$ cat src/rtl/al_accel_pkg.sv
// rtl/al_accel_pkg.sv - shared constants and FSM encodings for the accelerator read-data fetch path
package al_accel_pkg;

    // Layer-type codes understood by the compute controller
    localparam logic [1:0] CONV  = 2'd0;
    localparam logic [1:0] DENSE = 2'd1;
    localparam logic [1:0] POOL  = 2'd2;

    // A 3x3 convolution window is the common tile shape
    localparam int unsigned DEFAULT_TILE_WORDS = 9;

    typedef enum logic [2:0] {
        ST_IDLE = 3'd0,
        ST_REQ  = 3'd1,
        ST_WAIT = 3'd2,
        ST_RDY  = 3'd3,
        ST_HOLD = 3'd4,
        ST_DONE = 3'd5
    } rdata_state_e;

endpackage

$ cat src/rtl/al_accel_rdata_addr_gen.sv
// rtl/al_accel_rdata_addr_gen.sv - byte address generation for tile word reads and tile output slots
module al_accel_rdata_addr_gen #(
    parameter int unsigned ADDR_W     = 32,
    parameter int unsigned TILE_WORDS = 9
) (
    input  logic [15:0]       tile_i,
    input  logic [3:0]        word_i,
    input  logic [ADDR_W-1:0] in_base_i,
    input  logic [ADDR_W-1:0] out_base_i,
    output logic [ADDR_W-1:0] mem_addr_o,
    output logic [ADDR_W-1:0] o_addr_o
);

    // Linear word index within the input tensor; all sums wrap at ADDR_W bits
    logic [ADDR_W-1:0] word_lin;

    assign word_lin   = ADDR_W'(tile_i) * ADDR_W'(TILE_WORDS) + ADDR_W'(word_i);
    assign mem_addr_o = in_base_i + (word_lin << 2);
    assign o_addr_o   = out_base_i + (ADDR_W'(tile_i) << 2);

endmodule

$ cat src/rtl/al_accel_rdata_fetch.sv
// rtl/al_accel_rdata_fetch.sv - tile read fetcher; AL_ACCEL_RDATA_PERF_EN adds a HOLD-cycle counter
module al_accel_rdata_fetch
    import al_accel_pkg::*;
#(
    parameter int unsigned ADDR_W     = 32,
    parameter int unsigned DATA_W     = 32,
    parameter int unsigned TILE_WORDS = DEFAULT_TILE_WORDS
) (
    input  logic              clk,
    input  logic              resetn,
    input  logic              enb,
    input  logic              start,
    input  logic [ADDR_W-1:0] cfg_in_base,
    input  logic [ADDR_W-1:0] cfg_out_base,
    input  logic [15:0]       cfg_tile_cnt,
    output logic              mem_req,
    output logic [ADDR_W-1:0] mem_addr,
    input  logic              mem_gnt,
    input  logic              mem_rvalid,
    input  logic [DATA_W-1:0] mem_rdata,
    output logic              tile_wr_en,
    output logic [3:0]        tile_wr_idx,
    output logic [DATA_W-1:0] tile_wr_data,
    input  logic              comps_ack,
    output logic              RDATA_rdy,
    output logic              RDATA_fin,
    output logic              RDATA_out_is_fin,
    output logic [ADDR_W-1:0] RDATA_o_addr
`ifdef AL_ACCEL_RDATA_PERF_EN
    ,
    output logic [31:0]       perf_hold_cnt
`endif
);

    rdata_state_e      state_q;
    logic [ADDR_W-1:0] in_base_q;
    logic [ADDR_W-1:0] out_base_q;
    logic [15:0]       cnt_q;
    logic [15:0]       tile_q;
    logic [3:0]        word_q;
    logic              last_word;
    logic              last_tile;
    logic              job_start;

    assign last_word = (word_q == 4'(TILE_WORDS - 1));
    assign last_tile = ((tile_q + 16'd1) == cnt_q);
    assign job_start = ((state_q == ST_IDLE) || (state_q == ST_DONE)) && start && enb;

    // Job sequencing: one outstanding read at a time, then hand the tile downstream
    always_ff @(posedge clk or negedge resetn) begin
        if (!resetn) begin
            state_q    <= ST_IDLE;
            in_base_q  <= '0;
            out_base_q <= '0;
            cnt_q      <= '0;
            tile_q     <= '0;
            word_q     <= '0;
        end else begin
            case (state_q)
                ST_IDLE, ST_DONE: begin
                    if (job_start) begin
                        in_base_q  <= cfg_in_base;
                        out_base_q <= cfg_out_base;
                        cnt_q      <= cfg_tile_cnt;
                        tile_q     <= '0;
                        word_q     <= '0;
                        state_q    <= (cfg_tile_cnt == 16'd0) ? ST_DONE : ST_REQ;
                    end
                end
                ST_REQ: begin
                    if (enb && mem_gnt) begin
                        state_q <= ST_WAIT;
                    end
                end
                ST_WAIT: begin
                    if (mem_rvalid) begin
                        if (last_word) begin
                            state_q <= ST_RDY;
                        end else begin
                            word_q  <= word_q + 4'd1;
                            state_q <= ST_REQ;
                        end
                    end
                end
                ST_RDY, ST_HOLD: begin
                    if (comps_ack) begin
                        if (last_tile) begin
                            state_q <= ST_DONE;
                        end else begin
                            tile_q  <= tile_q + 16'd1;
                            word_q  <= '0;
                            state_q <= ST_REQ;
                        end
                    end else begin
                        state_q <= ST_HOLD;
                    end
                end
                default: state_q <= ST_IDLE;
            endcase
        end
    end

`ifdef AL_ACCEL_RDATA_PERF_EN
    logic [31:0] perf_q;

    // Saturating count of cycles spent waiting for the compute side to take a tile
    always_ff @(posedge clk or negedge resetn) begin
        if (!resetn) begin
            perf_q <= '0;
        end else if (job_start) begin
            perf_q <= '0;
        end else if ((state_q == ST_HOLD) && (perf_q != 32'hFFFF_FFFF)) begin
            perf_q <= perf_q + 32'd1;
        end
    end

    assign perf_hold_cnt = perf_q;
`endif

    al_accel_rdata_addr_gen #(
        .ADDR_W     (ADDR_W),
        .TILE_WORDS (TILE_WORDS)
    ) u_addr_gen (
        .tile_i     (tile_q),
        .word_i     (word_q),
        .in_base_i  (in_base_q),
        .out_base_i (out_base_q),
        .mem_addr_o (mem_addr),
        .o_addr_o   (RDATA_o_addr)
    );

    // Read data goes straight into the tile buffer; gated so idle outputs read as zero
    assign mem_req          = (state_q == ST_REQ) && enb;
    assign tile_wr_en       = (state_q == ST_WAIT) && mem_rvalid;
    assign tile_wr_idx      = tile_wr_en ? word_q : 4'd0;
    assign tile_wr_data     = tile_wr_en ? mem_rdata : '0;
    assign RDATA_rdy        = (state_q == ST_RDY);
    assign RDATA_fin        = (state_q == ST_DONE);
    assign RDATA_out_is_fin = ((state_q == ST_RDY) || (state_q == ST_HOLD)) && last_tile;

endmodule

$ cat config.mk
export PLATFORM = sky130hd
export DESIGN_NAME = al_accel_rdata_fetch
export DESIGN_NICKNAME = d
export VERILOG_FILES = /design/src/rtl/al_accel_pkg.sv /design/src/rtl/al_accel_rdata_addr_gen.sv /design/src/rtl/al_accel_rdata_fetch.sv
export SDC_FILE = /design/constraint.sdc
export NUM_CORES = 1
export LEC_CHECK = 0
export BUFFER_PORTS_ARGS = -buffer_cell sky130_fd_sc_hd__buf_4
export CORE_MARGIN = 4
export CORE_UTILIZATION = 50
export CTS_BUF_LIST = sky130_fd_sc_hd__clkbuf_4
export CTS_CLUSTER_DIAMETER = 120
export CTS_CLUSTER_SIZE = 24
export DETAILED_ROUTE_END_ITERATION = 8
export PLACE_DENSITY = 0.87
export RECOVER_POWER = 25
export SYNTH_ARGS = -nofsm -noshare
export SYNTH_HDL_FRONTEND = slang
export SYNTH_SLANG_ARGS = --single-unit
$ cat constraint.sdc
create_clock -name clk -period 7 [get_ports clk]
set_input_delay 0.35 -clock clk [delete_from_list [all_inputs] [get_ports clk]]
set_output_delay 0.35 -clock clk [all_outputs]
set_load 0.02 [all_outputs]
==> out/qor.csv, run 1 <==
stage,metric,value,unit
global_routing,grt_pass1_wl,34270,um
route,wire_per_inst,16.53,um
setup_path,crit_type,reg -> out,
setup_path,reg2reg_slack,3060,ps
global_routing,grt_pass1_vias,7279,
setup_path,reg2reg_from,state_q[1]$_DFFE_PN0P_,
clock_network,ctsResizeCount,0,
run_status,violations,"capacitance limit, slew limit",
pwr,seqPwrFrac,31.1,%
place,place_ws,1513,ps
flow_run,cap_violations,2,
timing,tightest_slew,3076,ps
floorplan,die_y,136.9,um
place,routabilityCongestion,0.9234,
logic_synthesis,synth_top_area_share,31.01,%
pwr,combinationalPowerShare,59.3,%
route,vias,7325,
timing,setup-tns-final,0,ps
place,hpwl,16530,um
setup_path,path_max_fanout,14,
run_status,outcome,finished with violations,
logic_synthesis,synth_cell_types,69,
layout,stdcell_area,0.01024,mm2
pwr,ir_drop,0.0002163,V
place,numPortBuffers,223,
pwr,pwr-share-clk,9.6,%
floorplan,io_pins,224,
pwr,switching_share,44.77,%
setup_path,startpoint_type,flop,
pwr,power.density,344.7,mW/mm2
logic_synthesis,yosys_warnings,0,
place,placed_cell_area,0.01010,mm2
logic_synthesis,synth_area,0.008310,mm2
global_routing,grt_max_degree,82,
logic_synthesis,synth_area_leaders,"dfrtp_1 (31%), ha_1 (13%), mux2_2 (11%), xnor2_1 (6.6%), and3_1 (3.2%)",
floorplan,die_w,136.9,um
timing,max_freq,0.1644,GHz
setup_path,r2r_end,tile_q[11]$_DFFE_PN0P_,
min_path,min_path_cells,3,
setup_path,ff2ff_path_depth,9,
setup_path,cp.required,6650,ps
timing,clock_skew,25.78,ps
floorplan,start_util,51.75,%
layout,layout-drive-gt1-share,31.46,%
timing,drv_slew,106,
logic_synthesis,synth_seq_area_share,31.01,%
route,drtIter0Drc,430,
logic_synthesis,synthFlopType,dfrtp_1,
logic_synthesis,synth_edf_count,0,
min_path,hold_class,in -> reg,
global_routing,grt_overflow,0,
route,first_pass_iters,5,
clock_network,clk_pin_slew,180,ps
logic_synthesis,ys_ff_latch,103,
layout,mostFrequentLayoutCells,"buf_4 (219), dfrtp_1 (103), ha_1 (89), mux2_2 (79)",
timing,rsz0062_at_grt,false,
timing,period_needed,6083,ps
pwr,intPower,1.949,mW
setup_path,arrival,5730,ps
timing,finalCritPeriodShare,86.89,%
clock_network,cts_sinks,103,
logic_synthesis,synth.largest_area_cell,dfrtp_1,
clock_network,root_buffer,clkbuf_4,
layout,area_growth,23.20,%
setup_path,crit_path_end_kind,primary output,
pwr,power_leakage,5.059,nW
clock_network,cts_tree,yes,
clock_network,cts_setup_buffers,0,
clock_network,cts_max_level,3,
timing,setup_ws,917.4,ps
route,routed_wl,21240,um
timing,finalSetupViolCount,0,
clock_network,max-clock-path-buffers,2,
global_routing,track_usage,22.66,%
timing,hold_viol,0,
route,drcViolationCount,0,
clock_network,numCtsBuffers,9,
pwr,p_sw,1.580,mW
logic_synthesis,syn_nets,1072,
floorplan,rows,46,
min_path,holdCritStartpoint,cfg_out_base[3],
clock_network,clock_latency,510,ps
layout,final_common_cell,buf_4,
floorplan,dieArea,0.01875,mm2
layout,nNetsFinal,1274,
global_routing,antenna_found_initial,0,
logic_synthesis,async_flop_share,100.0,%
route,vias_per_cell,5.700,
floorplan,core_area,0.01606,mm2
min_path,holdPathEnd,out_base_q[3]$_DFFE_PN0P_,
timing,slew-limit-headroom,-105.0,%
logic_synthesis,avgSynthCellArea,9.652,um2
route,detail-route-antenna-nets,0,
logic_synthesis,synthCells,861,
==> worst max-delay path, stage by stage, from the launching register on <==
cell	delay, ps
dfrtp_1	680
ha_1	340
ha_1	310
ha_1	350
a21oi_1	290
o21ba_2	190
o31ai_1	90
o41ai_1	520
o21ai_0	270
o21a_1	220
nor2_1	110
xnor2_1	140
ha_1	330
or2_2	300
a21oi_1	140
a31oi_1	70
a21oi_1	410
or3b_2	210
xnor2_1	110
buf_4	160
==> final cells by class <==
type	instances	area (um2)
antenna	1	2.502
clock inverter	7	80.08
timing repair buffer	226	1677
fill	1327	5819
inverter	16	60.06
tap	216	270.3
sequential	103	2577
multi-input combinational	707	5504
clock buffer	9	67.56
==> Yosys cell counts, drive strengths merged (16+ instances only) <==
| cell | count |
|---|---|
| dfrtp | 103 |
| ha | 89 |
| mux2 | 79 |
| nor2 | 65 |
| xnor2 | 63 |
| o21ai | 45 |
| and3 | 43 |
| nand2 | 42 |
| a21oi | 41 |
| nand3 | 25 |
| xor2 | 24 |
| clkbuf | 22 |
| nand2b | 22 |
| inv | 16 |
==> kinds of logic after synthesis <==
| group | count (synthesis) | share of synthesized area, % |
|---|---|---|
| AND/OR/NAND/NOR | 273 | 17.86 |
| adder cells (fa/ha/maj) | 92 | 14.12 |
| multiplexers | 81 | 10.95 |
| buffers and inverters | 51 | 2.861 |
| AO/OA/AOI/OAI | 174 | 14.03 |
| flip-flops | 103 | 31.01 |
| XOR/XNOR | 87 | 9.169 |
==> registers in the layout, indices dropped and copies added (netlist names) <==
| signal | cells |
|---|---|
| out_base_q | 32 |
| cnt_q | 16 |
| in_base_q | 32 |
| word_q | 4 |
| tile_q | 16 |
| state_q | 3 |
==> stage by stage <==
stage / instances / util [%] / power, mW / hold slack, ps
after CTS: 1284 / 63.89 / 3.568 / 27.09
after detailed placement: 1267 / 62.90 / 3.220 / 411.9
after global routing: 1284 / 63.74 / 3.786 / 31.02
final: 1285 / 63.76 / 3.529 / 50.99
after global placement: 1267 / 62.90 / 3.172 / 407.9
after floorplan: 861 / - / 2.478 / 54.41
==> power by group through the flow <==
stage | Sequential (mW) | Clock (mW) | Combinational [mW]
final | 1.10 | 0.339 | 2.09
after CTS | 1.10 | 0.350 | 2.12
after floorplan | 1.02 | 0 | 1.46
after detailed placement | 1.11 | 0 | 2.11
after global placement | 1.10 | 0 | 2.07
after global routing | 1.14 | 0.373 | 2.27
==> metal layers <==
| layer | GRT usage [%] | wire length [um] |
|---|---|---|
| met1 | 27.48 | 8693 |
| met2 | 40.76 | 10550 |
| met3 | 3.824 | 1571 |
| met4 | 7.262 | 420 |
| met5 | 0 | 0 |
==> worst max-delay path by stage <==
stage                                      from           end  slack (ps)  cells past startpoint
after floorplan           tile_q[0]$_DFFE_PN0P_  mem_addr[26]        1930                     19
after CTS                 tile_q[0]$_DFFE_PN0P_  mem_addr[26]         890                     20
after global placement    tile_q[0]$_DFFE_PN0P_  mem_addr[26]        1620                     20
after detailed placement  tile_q[0]$_DFFE_PN0P_  mem_addr[26]        1510                     20
final                     tile_q[4]$_DFFE_PN0P_  mem_addr[26]         920                     19
after global routing      tile_q[0]$_DFFE_PN0P_  mem_addr[28]         480                     20
==> timing repair <==
item | in CTS | in global routing
endpoints found under the hold margin | 47 | 0
endpoints found under the setup margin | 0 | 0
hold buffers | 1 | 0
No activity file was read; power rests on OpenSTA's default activity.
==> inputs of run 2 (changes only) <==
--- a/config.mk
+++ b/config.mk
@@ -6,13 +6,14 @@
 export NUM_CORES = 1
 export LEC_CHECK = 0
 export BUFFER_PORTS_ARGS = -buffer_cell sky130_fd_sc_hd__buf_4
+export CAP_MARGIN = 5
 export CORE_MARGIN = 4
-export CORE_UTILIZATION = 50
-export CTS_BUF_LIST = sky130_fd_sc_hd__clkbuf_4
+export CORE_UTILIZATION = 58
+export CTS_BUF_LIST = sky130_fd_sc_hd__clkbuf_4 sky130_fd_sc_hd__clkbuf_8 sky130_fd_sc_hd__clkbuf_16
 export CTS_CLUSTER_DIAMETER = 120
 export CTS_CLUSTER_SIZE = 24
 export DETAILED_ROUTE_END_ITERATION = 8
-export PLACE_DENSITY = 0.87
+export PLACE_DENSITY = 0.95
 export RECOVER_POWER = 25
 export SYNTH_ARGS = -nofsm -noshare
 export SYNTH_HDL_FRONTEND = slang
==> run 2 against run 1 <==
Against the previous run:
- wire length increased by 0.89%
- flip-flop and latch count unchanged
- the flow still finishes with violations (capacitance limit, slew limit)
- highest routed layer unchanged
- die area decreased by 13%
- clock skew decreased by 21 ps
- largest power group unchanged
- setup slack improved by 120 ps
- clock power increased by 61%
- combinational power about the same
- largest cell class unchanged
==> out/qor.csv, run 2 (synthesized netlist as in run 1, its figures left out) <==
stage,metric,value,unit,change
run_status,outcome,finished with violations,,
run_status,violations,"capacitance limit, slew limit",,
layout,instances_no_fill,1248,,-2.9%
timing,clock_skew,5.119,ps,-20.67 ps
floorplan,rows,43,,-6.5%
floorplan,die_w,127.7,um,-6.7%
place,post-place-cells,1231,,-2.8%
layout,layout-drive-gt1-share,30.99,%,-0.47 points
clock_network,root_buffer,clkbuf_16,,
timing,rsz0062_at_grt,false,,
layout,final_common_cell,buf_4,,
timing,finalSetupViolCount,0,,unchanged
pwr,power_leakage,5.126,nW,+1.3%
pwr,combinationalPowerShare,55.7,%,-3.6 points
place,routabilityCongestion,0.9082,,-1.6%
pwr,ir_drop,0.0002046,V,-5.4%
floorplan,core_area,0.01393,mm2,-13%
clock_network,cts_setup_buffers,0,,unchanged
setup_path,crit_type,reg -> out,,
clock_network,cts_tree,yes,,
clock_network,max-clock-path-buffers,2,,unchanged
min_path,holdCritStartpoint,cfg_out_base[3],,
clock_network,cts_sinks,103,,unchanged
route,routed_wl,21430,um,+0.89%
setup_path,reg2reg_from,state_q[1]$_DFFE_PN0P_,,
route,drtIter0Drc,400,,-7.0%
place,hpwl,16310,um,-1.3%
route,vias_per_cell,5.922,,+3.9%
setup_path,critPathMaxStageDelay,510,ps,-170 ps
route,vias,7391,,+0.90%
global_routing,grt_pass1_vias,7512,,+3.2%
timing,finalCritPeriodShare,85.23,%,-1.7 points
timing,setup-tns-final,0,ps,unchanged
route,wire_per_inst,17.17,um,+3.9%
pwr,pwr-share-clk,14.7,%,+5.1 points
setup_path,arrival,5620,ps,-110 ps
global_routing,track_usage,25.95,%,+3.3 points
layout,mostFrequentLayoutCells,"buf_4 (216), dfrtp_1 (103), ha_1 (89), mux2_2 (79)",,
layout,seq_area,0.002577,mm2,unchanged
pwr,intPower,2.145,mW,+10%
timing,drv_slew,106,,unchanged
floorplan,dieArea,0.01631,mm2,-13%
route,drcViolationCount,0,,unchanged
route,first_pass_iters,5,,unchanged
clock_network,clk_pin_slew,70,ps,-110 ps
place,numPortBuffers,223,,unchanged
layout,reg.largest.list,"in_base_q x32, out_base_q x32",,
pwr,power.density,360.4,mW/mm2,+4.6%
layout,final_util,74.25,%,+10 points
floorplan,die_y,127.7,um,-6.7%
layout,multiInputGateArea,0.005490,mm2,-0.25%
timing,max_freq,0.1676,GHz,+1.9%
global_routing,grt_max_degree,81,,-1.2%
global_routing,antenna_found_initial,0,,unchanged
global_routing,grt_overflow,0,,unchanged
global_routing,grt_pass1_wl,34690,um,+1.2%
flow_run,cap_violations,2,,unchanged
timing,slew-limit-headroom,-172.6,%,-68 points
min_path,hold_class,in -> reg,,
clock_network,numCtsBuffers,9,,unchanged
layout,area_growth,24.50,%,
route,detail-route-antenna-nets,0,,unchanged
timing,hold_viol,0,,unchanged
layout,fillCellCount,1044,,-21%
floorplan,io_pins,224,,unchanged
place,place_ws,1484,ps,-29.12 ps
setup_path,crit_path_top_delay_cell,or3b_2,,
pwr,switching_share,42.46,%,-2.3 points
setup_path,critPathMostFrequentCell,ha_1,,
timing,tightest_slew,4089,ps,+1013 ps
setup_path,crit_path_end_kind,primary output,,
layout,nNetsFinal,1274,,unchanged
floorplan,start_util,59.64,%,+7.9 points
pwr,seqPwrFrac,29.7,%,-1.4 points
clock_network,cts_max_level,3,,unchanged
setup_path,startpoint_type,flop,,
timing,period_needed,5966,ps,-116.3 ps
setup_path,crit_chain,"ha_1, ha_1, ha_1, a21o_1, a21oi_1, o21ba_2, o31ai_1, o41ai_1, o21ai_0, o21a_1, nor2_1, xnor2_1, ha_1, or2_2, a21oi_1, a31oi_1, a21oi_1, or3b_2, xnor2_1, buf_4",,
layout,diodes,0,,-1
setup_path,cp.required,6650,ps,about the same
clock_network,clock_latency,350,ps,-160 ps
setup_path,path_max_fanout,9,,-5
pwr,p_sw,1.583,mW,+0.20%
timing,setup_ws,1034,ps,+116.3 ps
timing,hold_ws,202.2,ps,+151.2 ps
setup_path,startpoint,tile_q[0]$_DFFE_PN0P_,,
==> run 2: cell types whose count changed in the layout (fill, tap and decap cells not counted), moves of 3 or more <==
| cell | change |
|---|---|
| clkbuf_16 | +9 |
| clkbuf_8 | +4 |
| clkbuf_1 | +3 |
| buf_4 | -3 |
| clkbuf_4 | -9 |
==> run 2: cell type report <==
| type | count | area share (%) |
|---|---|---|
| inverters | 16 | 0.5805 |
| flip-flops and latches | 103 | 24.91 |
| clock buffers | 13 | 2.709 |
| well taps | 180 | 2.177 |
| clock inverters | 3 | 0.4595 |
| repair buffers | 226 | 16.10 |
| multi-input cells | 707 | 53.07 |
==> run 2: worst paths after layout <==
| check | slack (ps) | cells after the start | endpoint |
|---|---|---|---|
| min in group asynchronous | 920 | 2 | in_base_q[22]$_DFFE_PN0P_ |
| worst min-delay path | 200 | 3 | out_base_q[3]$_DFFE_PN0P_ |
| max in group asynchronous | 1500 | 3 | in_base_q[0]$_DFFE_PN0P_ |
| worst max register to register | 3020 | 9 | tile_q[15]$_DFFE_PN0P_ |
| worst min register to register | 510 | 1 | in_base_q[1]$_DFFE_PN0P_ |
| worst max-delay path | 1030 | 20 | mem_addr[26] |
==> run 2: routing by layer <==
metal  vias to the layer above  GRT usage [%]  share of wire [%]
met2                       297          49.06                 52
met3                        36          5.500                7.5
met5                         -              0                  0
met1                      3499          29.40                 38
met4                         0          7.179                2.0
li1                       3559              -                  -
==> run 2: power groups by stage <==
stage / Combinational [mW] / Sequential [mW] / Clock, mW
detailed placement: 2.09 / 1.12 / 0
global placement: 2.04 / 1.10 / 0
CTS: 2.11 / 1.11 / 0.560
finish: 2.08 / 1.11 / 0.546
floorplan: 1.46 / 1.02 / 0
global route: 2.26 / 1.14 / 0.581
==> run 2: metrics by stage <==
step / total power [mW] / area (um2)
global placement: 3.141 / 10060
floorplan: 2.478 / 8310
finish: 3.728 / 10350
global route: 3.983 / 10350
CTS: 3.776 / 10390
detailed placement: 3.209 / 10060
==> run 2: critical path: cells and delay by family (launching register included) <==
family	cells	cell delay, ps
AO/OA/AOI/OAI	10	2210
AND/OR/NAND/NOR	3	790
adder cells (fa/ha/maj)	4	1380
XOR/XNOR	2	230
buffers and inverters	1	160
flip-flops	1	500
==> run 2: what timing repair did <==
action	CTS	global route
hold buffers	1	0
resized for setup	0	0
hold endpoints to repair	27	0
